--- src/rtl/multicycle_controller_if.sv ---
// rtl/multicycle_controller_if.sv - status/control bundle between the multicycle controller and the RV32I datapath
interface multicycle_controller_if;
    logic [6:0] opcode;
    logic [2:0] func3;
    logic [6:0] func7;
    logic       zer;
    logic       neg;
    logic       pcen;
    logic       adrsrc;
    logic       memwrite;
    logic       irwrite;
    logic       regwrite;
    logic [1:0] alusrca;
    logic [1:0] alusrcb;
    logic [2:0] aluop;
    logic [1:0] resultsrc;
    logic [2:0] immsrc;
    logic       illegal;

    modport master (
        input  opcode, func3, func7, zer, neg,
        output pcen, adrsrc, memwrite, irwrite, regwrite,
               alusrca, alusrcb, aluop, resultsrc, immsrc, illegal
    );

    modport slave (
        output opcode, func3, func7, zer, neg,
        input  pcen, adrsrc, memwrite, irwrite, regwrite,
               alusrca, alusrcb, aluop, resultsrc, immsrc, illegal
    );
endinterface

--- src/rtl/multicycle_controller.sv ---
// rtl/multicycle_controller.sv - Moore control FSM for the multicycle RV32I datapath
module multicycle_controller #(
    parameter bit ILLEGAL_HALT = 1'b1
) (
    input  logic                    clk,
    input  logic                    rst,
    multicycle_controller_if.master bus
);
    localparam logic [6:0] OP_LOAD   = 7'b0000011;
    localparam logic [6:0] OP_STORE  = 7'b0100011;
    localparam logic [6:0] OP_RTYPE  = 7'b0110011;
    localparam logic [6:0] OP_ITYPE  = 7'b0010011;
    localparam logic [6:0] OP_BRANCH = 7'b1100011;
    localparam logic [6:0] OP_JAL    = 7'b1101111;
    localparam logic [6:0] OP_JALR   = 7'b1100111;
    localparam logic [6:0] OP_LUI    = 7'b0110111;

    localparam logic [2:0] ALU_ADD  = 3'b000;
    localparam logic [2:0] ALU_SUB  = 3'b001;
    localparam logic [2:0] ALU_AND  = 3'b010;
    localparam logic [2:0] ALU_OR   = 3'b011;
    localparam logic [2:0] ALU_SLT  = 3'b100;
    localparam logic [2:0] ALU_XOR  = 3'b101;
    localparam logic [2:0] ALU_SLTU = 3'b110;

    localparam logic [2:0] IMM_I = 3'b000;
    localparam logic [2:0] IMM_S = 3'b001;
    localparam logic [2:0] IMM_B = 3'b010;
    localparam logic [2:0] IMM_J = 3'b011;
    localparam logic [2:0] IMM_U = 3'b100;

    typedef enum logic [3:0] {
        FETCH, DECODE, MEMADR, MEMREAD, MEMWB, MEMWRITE, EXECR, EXECI,
        ALUWB, BRANCH, JAL, JALR, JALR2, LUI, ILLEGAL
    } state_t;

    state_t     state, next;
    logic       pcen_c, memwrite_c, irwrite_c, regwrite_c;
    logic       taken;
    logic       unused_func7;

    assign unused_func7 = ^{bus.func7[6], bus.func7[4:0]};

    function automatic logic [2:0] alu_dec(input logic [2:0] f3, input logic sub);
        case (f3)
            3'b000:  alu_dec = sub ? ALU_SUB : ALU_ADD;
            3'b111:  alu_dec = ALU_AND;
            3'b110:  alu_dec = ALU_OR;
            3'b100:  alu_dec = ALU_XOR;
            3'b010:  alu_dec = ALU_SLT;
            3'b011:  alu_dec = ALU_SLTU;
            default: alu_dec = ALU_ADD;
        endcase
    endfunction

    always_comb begin
        case (bus.func3)
            3'b000:  taken = bus.zer;
            3'b001:  taken = !bus.zer;
            3'b100:  taken = bus.neg;
            3'b101:  taken = !bus.neg;
            default: taken = 1'b0;
        endcase
    end

    always_ff @(posedge clk or negedge rst) begin
        if (!rst) state <= FETCH;
        else      state <= next;
    end

    always_comb begin
        next          = state;
        pcen_c        = 1'b0;
        memwrite_c    = 1'b0;
        irwrite_c     = 1'b0;
        regwrite_c    = 1'b0;
        bus.adrsrc    = 1'b0;
        bus.alusrca   = 2'b00;
        bus.alusrcb   = 2'b00;
        bus.aluop     = ALU_ADD;
        bus.resultsrc = 2'b00;
        bus.immsrc    = IMM_I;
        bus.illegal   = 1'b0;
        case (state)
            FETCH: begin
                irwrite_c     = 1'b1;
                pcen_c        = 1'b1;
                bus.alusrcb   = 2'b10;
                bus.resultsrc = 2'b01;
                next          = DECODE;
            end
            DECODE: begin
                // ALUOut captures OLDPC+imm so branch/jal targets are ready later
                bus.alusrca = 2'b01;
                bus.alusrcb = 2'b01;
                bus.immsrc  = (bus.opcode == OP_JAL) ? IMM_J : IMM_B;
                case (bus.opcode)
                    OP_LOAD, OP_STORE: next = MEMADR;
                    OP_RTYPE:          next = EXECR;
                    OP_ITYPE:          next = EXECI;
                    OP_BRANCH:         next = BRANCH;
                    OP_JAL:            next = JAL;
                    OP_JALR:           next = JALR;
                    OP_LUI:            next = LUI;
                    default:           next = ILLEGAL;
                endcase
            end
            MEMADR: begin
                bus.alusrca = 2'b10;
                bus.alusrcb = 2'b01;
                bus.immsrc  = (bus.opcode == OP_STORE) ? IMM_S : IMM_I;
                next        = (bus.opcode == OP_LOAD) ? MEMREAD : MEMWRITE;
            end
            MEMREAD: begin
                bus.adrsrc = 1'b1;
                next       = MEMWB;
            end
            MEMWB: begin
                bus.resultsrc = 2'b10;
                regwrite_c    = 1'b1;
                next          = FETCH;
            end
            MEMWRITE: begin
                bus.adrsrc = 1'b1;
                memwrite_c = 1'b1;
                next       = FETCH;
            end
            EXECR: begin
                bus.alusrca = 2'b10;
                bus.aluop   = alu_dec(bus.func3, bus.func7[5]);
                next        = ALUWB;
            end
            EXECI: begin
                bus.alusrca = 2'b10;
                bus.alusrcb = 2'b01;
                bus.aluop   = alu_dec(bus.func3, 1'b0);
                next        = ALUWB;
            end
            ALUWB: begin
                regwrite_c = 1'b1;
                next       = FETCH;
            end
            BRANCH: begin
                bus.alusrca = 2'b10;
                bus.aluop   = ALU_SUB;
                pcen_c      = taken;
                next        = FETCH;
            end
            JAL: begin
                bus.alusrca = 2'b01;
                bus.alusrcb = 2'b10;
                pcen_c      = 1'b1;
                next        = ALUWB;
            end
            JALR: begin
                bus.alusrca = 2'b10;
                bus.alusrcb = 2'b01;
                next        = JALR2;
            end
            JALR2: begin
                // ALUOut holds rs1+imm as the new PC; ALU computes OLDPC+4 for rd
                bus.alusrca = 2'b01;
                bus.alusrcb = 2'b10;
                pcen_c      = 1'b1;
                next        = ALUWB;
            end
            LUI: begin
                bus.immsrc    = IMM_U;
                bus.resultsrc = 2'b11;
                regwrite_c    = 1'b1;
                next          = FETCH;
            end
            ILLEGAL: begin
                bus.illegal = 1'b1;
                next        = ILLEGAL_HALT ? ILLEGAL : FETCH;
            end
            default: next = FETCH;
        endcase
    end

    // Enables are masked by reset directly so nothing writes while rst is low
    assign bus.pcen     = rst & pcen_c;
    assign bus.memwrite = rst & memwrite_c;
    assign bus.irwrite  = rst & irwrite_c;
    assign bus.regwrite = rst & regwrite_c;
endmodule

--- src/flat_wrapper.sv ---
// flat-port wrapper written by rule: the top's interface ports become plain ports
module multicycle_controller_flat 
#(
    parameter bit ILLEGAL_HALT = 1'b1
)
  (clk, rst, bus_opcode, bus_func3, bus_func7, bus_zer, bus_neg, bus_pcen, bus_adrsrc, bus_memwrite, bus_irwrite, bus_regwrite, bus_alusrca, bus_alusrcb, bus_aluop, bus_resultsrc, bus_immsrc, bus_illegal);
  multicycle_controller_if bus_i ();
  input  logic clk;
  input  logic rst;
  input wire logic [$bits(bus_i.opcode)-1:0] bus_opcode;
  input wire logic [$bits(bus_i.func3)-1:0] bus_func3;
  input wire logic [$bits(bus_i.func7)-1:0] bus_func7;
  input wire logic [$bits(bus_i.zer)-1:0] bus_zer;
  input wire logic [$bits(bus_i.neg)-1:0] bus_neg;
  output wire logic [$bits(bus_i.pcen)-1:0] bus_pcen;
  output wire logic [$bits(bus_i.adrsrc)-1:0] bus_adrsrc;
  output wire logic [$bits(bus_i.memwrite)-1:0] bus_memwrite;
  output wire logic [$bits(bus_i.irwrite)-1:0] bus_irwrite;
  output wire logic [$bits(bus_i.regwrite)-1:0] bus_regwrite;
  output wire logic [$bits(bus_i.alusrca)-1:0] bus_alusrca;
  output wire logic [$bits(bus_i.alusrcb)-1:0] bus_alusrcb;
  output wire logic [$bits(bus_i.aluop)-1:0] bus_aluop;
  output wire logic [$bits(bus_i.resultsrc)-1:0] bus_resultsrc;
  output wire logic [$bits(bus_i.immsrc)-1:0] bus_immsrc;
  output wire logic [$bits(bus_i.illegal)-1:0] bus_illegal;
  assign bus_i.opcode = bus_opcode;
  assign bus_i.func3 = bus_func3;
  assign bus_i.func7 = bus_func7;
  assign bus_i.zer = bus_zer;
  assign bus_i.neg = bus_neg;
  assign bus_pcen = bus_i.pcen;
  assign bus_adrsrc = bus_i.adrsrc;
  assign bus_memwrite = bus_i.memwrite;
  assign bus_irwrite = bus_i.irwrite;
  assign bus_regwrite = bus_i.regwrite;
  assign bus_alusrca = bus_i.alusrca;
  assign bus_alusrcb = bus_i.alusrcb;
  assign bus_aluop = bus_i.aluop;
  assign bus_resultsrc = bus_i.resultsrc;
  assign bus_immsrc = bus_i.immsrc;
  assign bus_illegal = bus_i.illegal;
  multicycle_controller #(.ILLEGAL_HALT(ILLEGAL_HALT)) u_core (.clk(clk), .rst(rst), .bus(bus_i));
endmodule
--- config.mk ---
export PLATFORM = sky130hd
export DESIGN_NAME = multicycle_controller_flat
export DESIGN_NICKNAME = d
export VERILOG_FILES = /design/src/rtl/multicycle_controller_if.sv /design/src/rtl/multicycle_controller.sv /design/src/flat_wrapper.sv
export SDC_FILE = /design/constraint.sdc
export NUM_CORES = 1
export LEC_CHECK = 0
export CORE_MARGIN = 2
export CORE_UTILIZATION = 39
export DETAILED_ROUTE_END_ITERATION = 10
export PLACE_DENSITY = 0.87
export SLEW_MARGIN = 20
export SYNTH_ARGS = -nofsm -noshare
export SYNTH_HDL_FRONTEND = slang
export SYNTH_SLANG_ARGS = --single-unit
--- constraint.sdc ---
create_clock -name clk -period 4.1 [get_ports clk]
set_input_delay 1.23 -clock clk [delete_from_list [all_inputs] [get_ports clk]]
set_output_delay 1.23 -clock clk [all_outputs]
set_load 0.005 [all_outputs]
==> results.py, run 1 <==
metrics = {
    "run_status": {
        "status": "finished clean",
    },
    "worst_setup_path": {
        "crit_chain": "clkdlybuf4s50_1, nand3b_4, or3_4, or2_1, a21oi_1, dlygate4sd2_1",
        "start_kind": "input port",
        "slowest_delay_ns": 0.52,
        "critPathMaxFanout": 2,
        "arrival_ns": 2.79,
        "cp_num_buf_inv": 2,
        "critPathKind": "in -> out",
        "cp_top_family": "buffers and inverters",
        "cpMaxStageDelayCell": "clkdlybuf4s50_1",
        "critPathCaptureType": "primary output",
        "required_ns": 2.87,
    },
    "grt": {
        "grt_max_degree": 16,
        "grt_usage_pct": 21.78,
        "grt_pass1_wl_um": 3249,
        "antenna_found_initial": 0,
        "grt-ovfl-total": 0,
        "grt_pass1_vias": 776,
    },
    "pwr": {
        "ir_worst_vdd_mv": 0.3050,
        "p_int_mw": 0.3215,
        "pwr-share-comb_pct": 69.4,
        "finalPower_mw": 0.5447,
        "p_sw_share_pct": 40.98,
        "clkPwrFrac_pct": 8.9,
        "seqPwrFrac_pct": 21.7,
        "power_density_mw_per_mm2": 521.4,
        "p_sw_mw": 0.2232,
        "p_leak_nw": 0.4445,
    },
    "sta": {
        "finalSetupTns_ns": 0,
        "worst_slack_ns": 0.08403,
        "clock_skew_ns": 0.006278,
        "fin_crit_ns": 4.016,
        "relSlewSlack_pct": 70.63,
        "worstMarginPinSlew_ns": 0.4405,
        "finalHoldViolations": 0,
        "rsz0062_at_grt": "no",
        "timing.hold.ws_ns": 0.7538,
        "maxSlewViolCount": 0,
        "final-setup-viol-count": 0,
        "fin_crit_sh_pct": 97.95,
        "maxClockFrequency_mhz": 249.0,
    },
    "synthesis": {
        "synth.area.top_cells": "dfrtp_1, nand2b_1, nor3_1",
        "yosysSeqAreaShare_pct": 15.72,
        "postSynthCellCount": 89,
        "synth-main-ff-cell": "dfrtp_1",
        "synth_top_cell_by_area": "dfrtp_1",
        "synth.distinct_cells": 34,
        "syn_area_um2": 636.9,
        "syn_nets": 110,
        "synth_edf_count": 0,
        "synthArstFlopShare_pct": 100.0,
        "yosysWarnings": 0,
        "synth-seq-cells": 4,
        "synth_top_area_share_pct": 15.72,
        "avgSynthCellArea_um2": 7.156,
    },
    "cells_and_area": {
        "reg_top3": "u_core.state (4)",
        "largest_register_ffs": 4,
        "seq_area_um2": 100.1,
        "final_common_cell": "clkdlybuf4s50_1",
        "fin_area_mm2": 0.001045,
        "stdcell_count": 146,
        "regMostFlops": "u_core.state",
        "layout_common_cells": "clkdlybuf4s50_1, buf_4, nand2_1",
        "area_growth_pct": 64.05,
        "fillers": 142,
        "multiInputGateArea_um2": 495.5,
        "final_nets": 153,
        "fin_util_pct": 68.55,
        "diodes": 0,
        "drive_above_1_share_pct": 14.62,
    },
    "route": {
        "first_pass_iters": 4,
        "wirelength_um": 1875,
        "drc": 0,
        "via_count": 807,
        "vias_per_cell": 5.527,
        "first_iter_violations": 11,
        "wl_per_cell_um": 12.84,
        "antenna_left": 0,
    },
    "placed_design": {
        "dp_hpwl_um": 1431,
        "dp_slack_ns": -0.1999,
        "io_buffer_count": 32,
        "dp.cells": 143,
        "place_area_mm2": 0.001022,
        "gp_congestion": 0.7763,
    },
    "clocking": {
        "htree_levels": 1,
        "clk-insertion-delay-late_ns": 0.23,
        "numClockSinks": 4,
        "cts-buffers-inserted": 3,
        "path_clk_slew_ns": 0.04,
        "clk_path_buf_depth": 2,
        "cts_tree": "yes",
        "ctsRootBufferMaster": "clkbuf_4",
    },
    "floorplanning": {
        "die_area_mm2": 0.001972,
        "die_y_um": 44.41,
        "fp.coreArea_mm2": 0.001524,
        "die_w_um": 44.41,
        "io_pins": 39,
        "num_rows": 14,
        "start_util_pct": 41.79,
    },
    "job": {
        "cap_violations": 0,
    },
    "worst_hold_path": {
        "hold_class": "reg -> reg",
    },
}
==> final cells by class <==
| type | instances | share of cell area (%) |
|---|---|---|
| inverters | 3 | 1.078 |
| repair buffers | 42 | 37.84 |
| well taps | 16 | 1.916 |
| clock buffers | 3 | 2.156 |
| multi-input cells | 78 | 47.43 |
| flip-flops and latches | 4 | 9.581 |
==> synth_stat cells (2+ instances only) <==
cell      count
nand4_1       2
or3_1         2
nand3_1       4
o21a_1        2
buf_6         2
nor2b_1       5
nand2b_1      7
nor2_1        7
inv_1         3
nand2_1       8
dfrtp_1       4
a21oi_1       6
mux2i_1       2
o31ai_1       3
o21ai_0       3
xor2_1        3
nor3b_1       2
nor3_1        7
clkbuf_1      2
==> timing repair <==
action | CTS | global route
hold buffers | 0 | 0
pin swaps | 0 | 1
endpoints found under the setup margin | 1 | 1
buffers inserted | 0 | 0
gates resized for setup | 2 | 1
==> cell families (layout without fill, tap and decap cells) <==
| kind of cell | Yosys count | count (layout) | synth area share [%] |
|---|---|---|---|
| buffers and inverters | 7 | 48 | 6.483 |
| DFF | 4 | 4 | 15.72 |
| AOI/OAI and AO/OA | 20 | 20 | 21.41 |
| xor gates and xnor gates | 4 | 4 | 5.502 |
| muxes | 3 | 3 | 4.912 |
| and+or+nand+nor | 51 | 51 | 45.97 |
==> power by group through the flow <==
stage | logic, mW | clock network [mW] | registers [mW]
2_1_floorplan | 0.244 | 0 | 0.0746
3_3_place_gp | 0.371 | 0 | 0.118
3_5_place_dp | 0.376 | 0 | 0.117
4_1_cts | 0.380 | 0.0484 | 0.116
5_1_grt | 0.420 | 0.0525 | 0.126
6_report | 0.378 | 0.0485 | 0.118
==> path summary, 6_finish.rpt <==
kind                              endpoint  depth (start not counted)       startpoint  slack, ns
max in group asynchronous  u_core.state[2]                          2              rst       2.62
hold / removal             u_core.state[0]                          1  u_core.state[1]       0.75
min in group asynchronous  u_core.state[0]                          2              rst       1.38
hold reg to reg            u_core.state[0]                          1  u_core.state[1]       0.75
setup / recovery             bus_immsrc[0]                          6    bus_opcode[1]       0.08
setup reg to reg           u_core.state[2]                          4  u_core.state[2]       2.47
==> layer usage <==
layer / share of wire (%) / vias up / wire length (um) / track usage, %
met5: 0 / - / 0 / 0
met4: 0.96 / 0 / 18 / 7.273
met3: 6.7 / 2 / 126 / 3.673
met2: 55 / 41 / 1024 / 42.65
met1: 38 / 355 / 706 / 23.02
li1: - / 409 / - / -
No activity file was read; power rests on OpenSTA's default activity.
==> run 2: changes to the inputs <==
- CORE_ASPECT_RATIO: not set -> 1.25
==> run 2 against run 1 <==
Against the previous run:
- clock-buffer cell count unchanged
- sequential share of layout area down 0.15 points
- maximum frequency increased by 0.30%
- register-to-register slack gained 0.04 ns
==> results.py, run 2 (same netlist as run 1, synthesis figures left out) <==
metrics = {
    "run_status": {
        "status": "finished clean",
    },
    "grt": {
        "antenna_found_initial": 0,
        "grt_max_degree": 16,
        "grt_pass1_wl_um": 3118,
        "grt_pass1_vias": 771,
        "grt_usage_pct": 21.68,
        "grt-ovfl-total": 0,
    },
    "placed_design": {
        "gp_congestion": 0.8205,
        "place_area_mm2": 0.001032,
        "dp_hpwl_um": 1511,
        "io_buffer_count": 32,
    },
    "sta": {
        "finalSetupTns_ns": 0,
        "rsz0062_at_grt": "no",
        "maxClockFrequency_mhz": 249.7,
        "finalHoldViolations": 0,
        "final-setup-viol-count": 0,
        "clock_skew_ns": 0.002275,
        "maxSlewViolCount": 0,
        "relSlewSlack_pct": 71.53,
        "fin_crit_ns": 4.004,
        "fin_crit_sh_pct": 97.66,
        "worstMarginPinSlew_ns": 0.4271,
    },
    "cells_and_area": {
        "drive_above_1_share_pct": 15.27,
        "regMostFlops": "u_core.state",
        "area_growth_pct": 66.60,
        "largest_register_ffs": 4,
        "final_nets": 154,
        "reg_top3": "u_core.state (4)",
        "fillers": 139,
        "layout_common_cells": "clkdlybuf4s50_1, buf_4, nand2_1",
        "seq_area_um2": 100.1,
        "multiInputGateArea_um2": 495.5,
        "diodes": 0,
        "fin_area_mm2": 0.001061,
        "final_common_cell": "clkdlybuf4s50_1",
    },
    "worst_setup_path": {
        "slowest_delay_ns": 0.42,
        "r2r_slack_ns": 2.51,
        "critPathCaptureType": "primary output",
        "required_ns": 2.87,
        "crit_chain": "clkdlybuf4s50_1, nand3b_4, or3_4, or2_1, a21oi_1, dlygate4sd2_1",
        "cpMaxStageDelayCell": "clkdlybuf4s50_1",
        "critPathKind": "in -> out",
        "critPathMaxFanout": 2,
        "arrival_ns": 2.77,
        "cp_top_family": "simple AND/OR/NAND/NOR gates",
        "cp_num_buf_inv": 2,
        "start_kind": "input port",
    },
    "floorplanning": {
        "die_y_um": 49.18,
        "start_util_pct": 41.31,
        "die_area_mm2": 0.001974,
        "die_w_um": 40.15,
        "fp.coreArea_mm2": 0.001541,
        "io_pins": 39,
        "num_rows": 16,
    },
    "route": {
        "vias_per_cell": 5.369,
        "wl_per_cell_um": 12.40,
        "drc": 0,
        "first_iter_violations": 16,
        "antenna_left": 0,
        "first_pass_iters": 4,
        "wirelength_um": 1848,
        "via_count": 800,
    },
    "pwr": {
        "finalPower_mw": 0.5561,
        "p_leak_nw": 0.4672,
        "power_density_mw_per_mm2": 524.1,
        "ir_worst_vdd_mv": 0.2846,
    },
    "clocking": {
        "htree_levels": 1,
        "path_clk_slew_ns": 0.04,
        "cts-buffers-inserted": 3,
        "ctsRootBufferMaster": "clkbuf_4",
        "clk_path_buf_depth": 2,
        "cts_tree": "yes",
        "numClockSinks": 4,
        "clk-insertion-delay-late_ns": 0.23,
        "hold_buffers": 0,
    },
    "job": {
        "cap_violations": 0,
    },
    "worst_hold_path": {
        "hold_class": "reg -> reg",
    },
}
-- run 2: final cells by class --
| class | instances | share of cell area, % |
|---|---|---|
| Timing Repair Buffer | 43 | 38.56 |
| Inverter | 3 | 1.061 |
| Clock buffer | 3 | 2.123 |
| Sequential cell | 4 | 9.434 |
| Tap cell | 18 | 2.123 |
| Multi-Input combinational cell | 78 | 46.70 |
-- run 2: per-stage QoR --
| stage | hold WS [ns] | worst slack (ns) | util (%) | instances |
|---|---|---|---|---|
| CTS | 0.6104 | 0.01771 | 68.34 | 149 |
| detailed placement | 0.6039 | -0.2140 | 66.96 | 146 |
| floorplan | 0.6137 | 0.7752 | - | 89 |
| finish | 0.6166 | 0.09591 | 68.83 | 149 |
| global route | 0.6281 | 0.01452 | 68.83 | 149 |
| global placement | 0.6070 | -0.1836 | 66.96 | 146 |
-- run 2: worst paths after layout --
path	from	endpoint	cells after the start
worst max-delay path	bus_opcode[3]	bus_immsrc[0]	6
worst min-delay path	u_core.state[2]	u_core.state[0]	2
worst max register to register	u_core.state[3]	u_core.state[2]	4
worst min register to register	u_core.state[2]	u_core.state[0]	2
max in group asynchronous	rst	u_core.state[3]	2
min in group asynchronous	rst	u_core.state[2]	2
-- run 2: worst register-to-register path: stages, from the launching register on --
cell       delay, ns
dfrtp_1         0.52
or2_2           0.40
nor2_1          0.32
nand4_1         0.14
o2111ai_1       0.12
-- run 2: routing by layer --
| layer | track usage (%) | part of all wire [%] | vias up |
|---|---|---|---|
| met2 | 42.74 | 58 | 30 |
| met4 | 5.172 | 0.60 | 0 |
| met1 | 21.94 | 36 | 358 |
| li1 | - | - | 410 |
| met3 | 1.370 | 5.3 | 2 |
| met5 | 0 | 0 | - |
-- run 2: what timing repair did --
item,4_1_cts,5_1_grt
setup endpoints to repair,1,2
buffers inserted,0,0
pin swaps,0,1
gates resized for setup,1,3
gates cloned,0,0
-- run 2: power by group --
part	internal, mW	leakage [nW]	switching [mW]
combinational	0.237	0.402	0.164
sequential	0.0575	0.0513	0.0495
clock	0.0327	0.0138	0.0153
total	0.327	0.467	0.229
==> run 3: changes to the inputs <==
- SLEW_MARGIN: 20 -> 40
==> results of run 3 <==
Same layout as run 2: the final DEF is identical, and so are final timing and power.
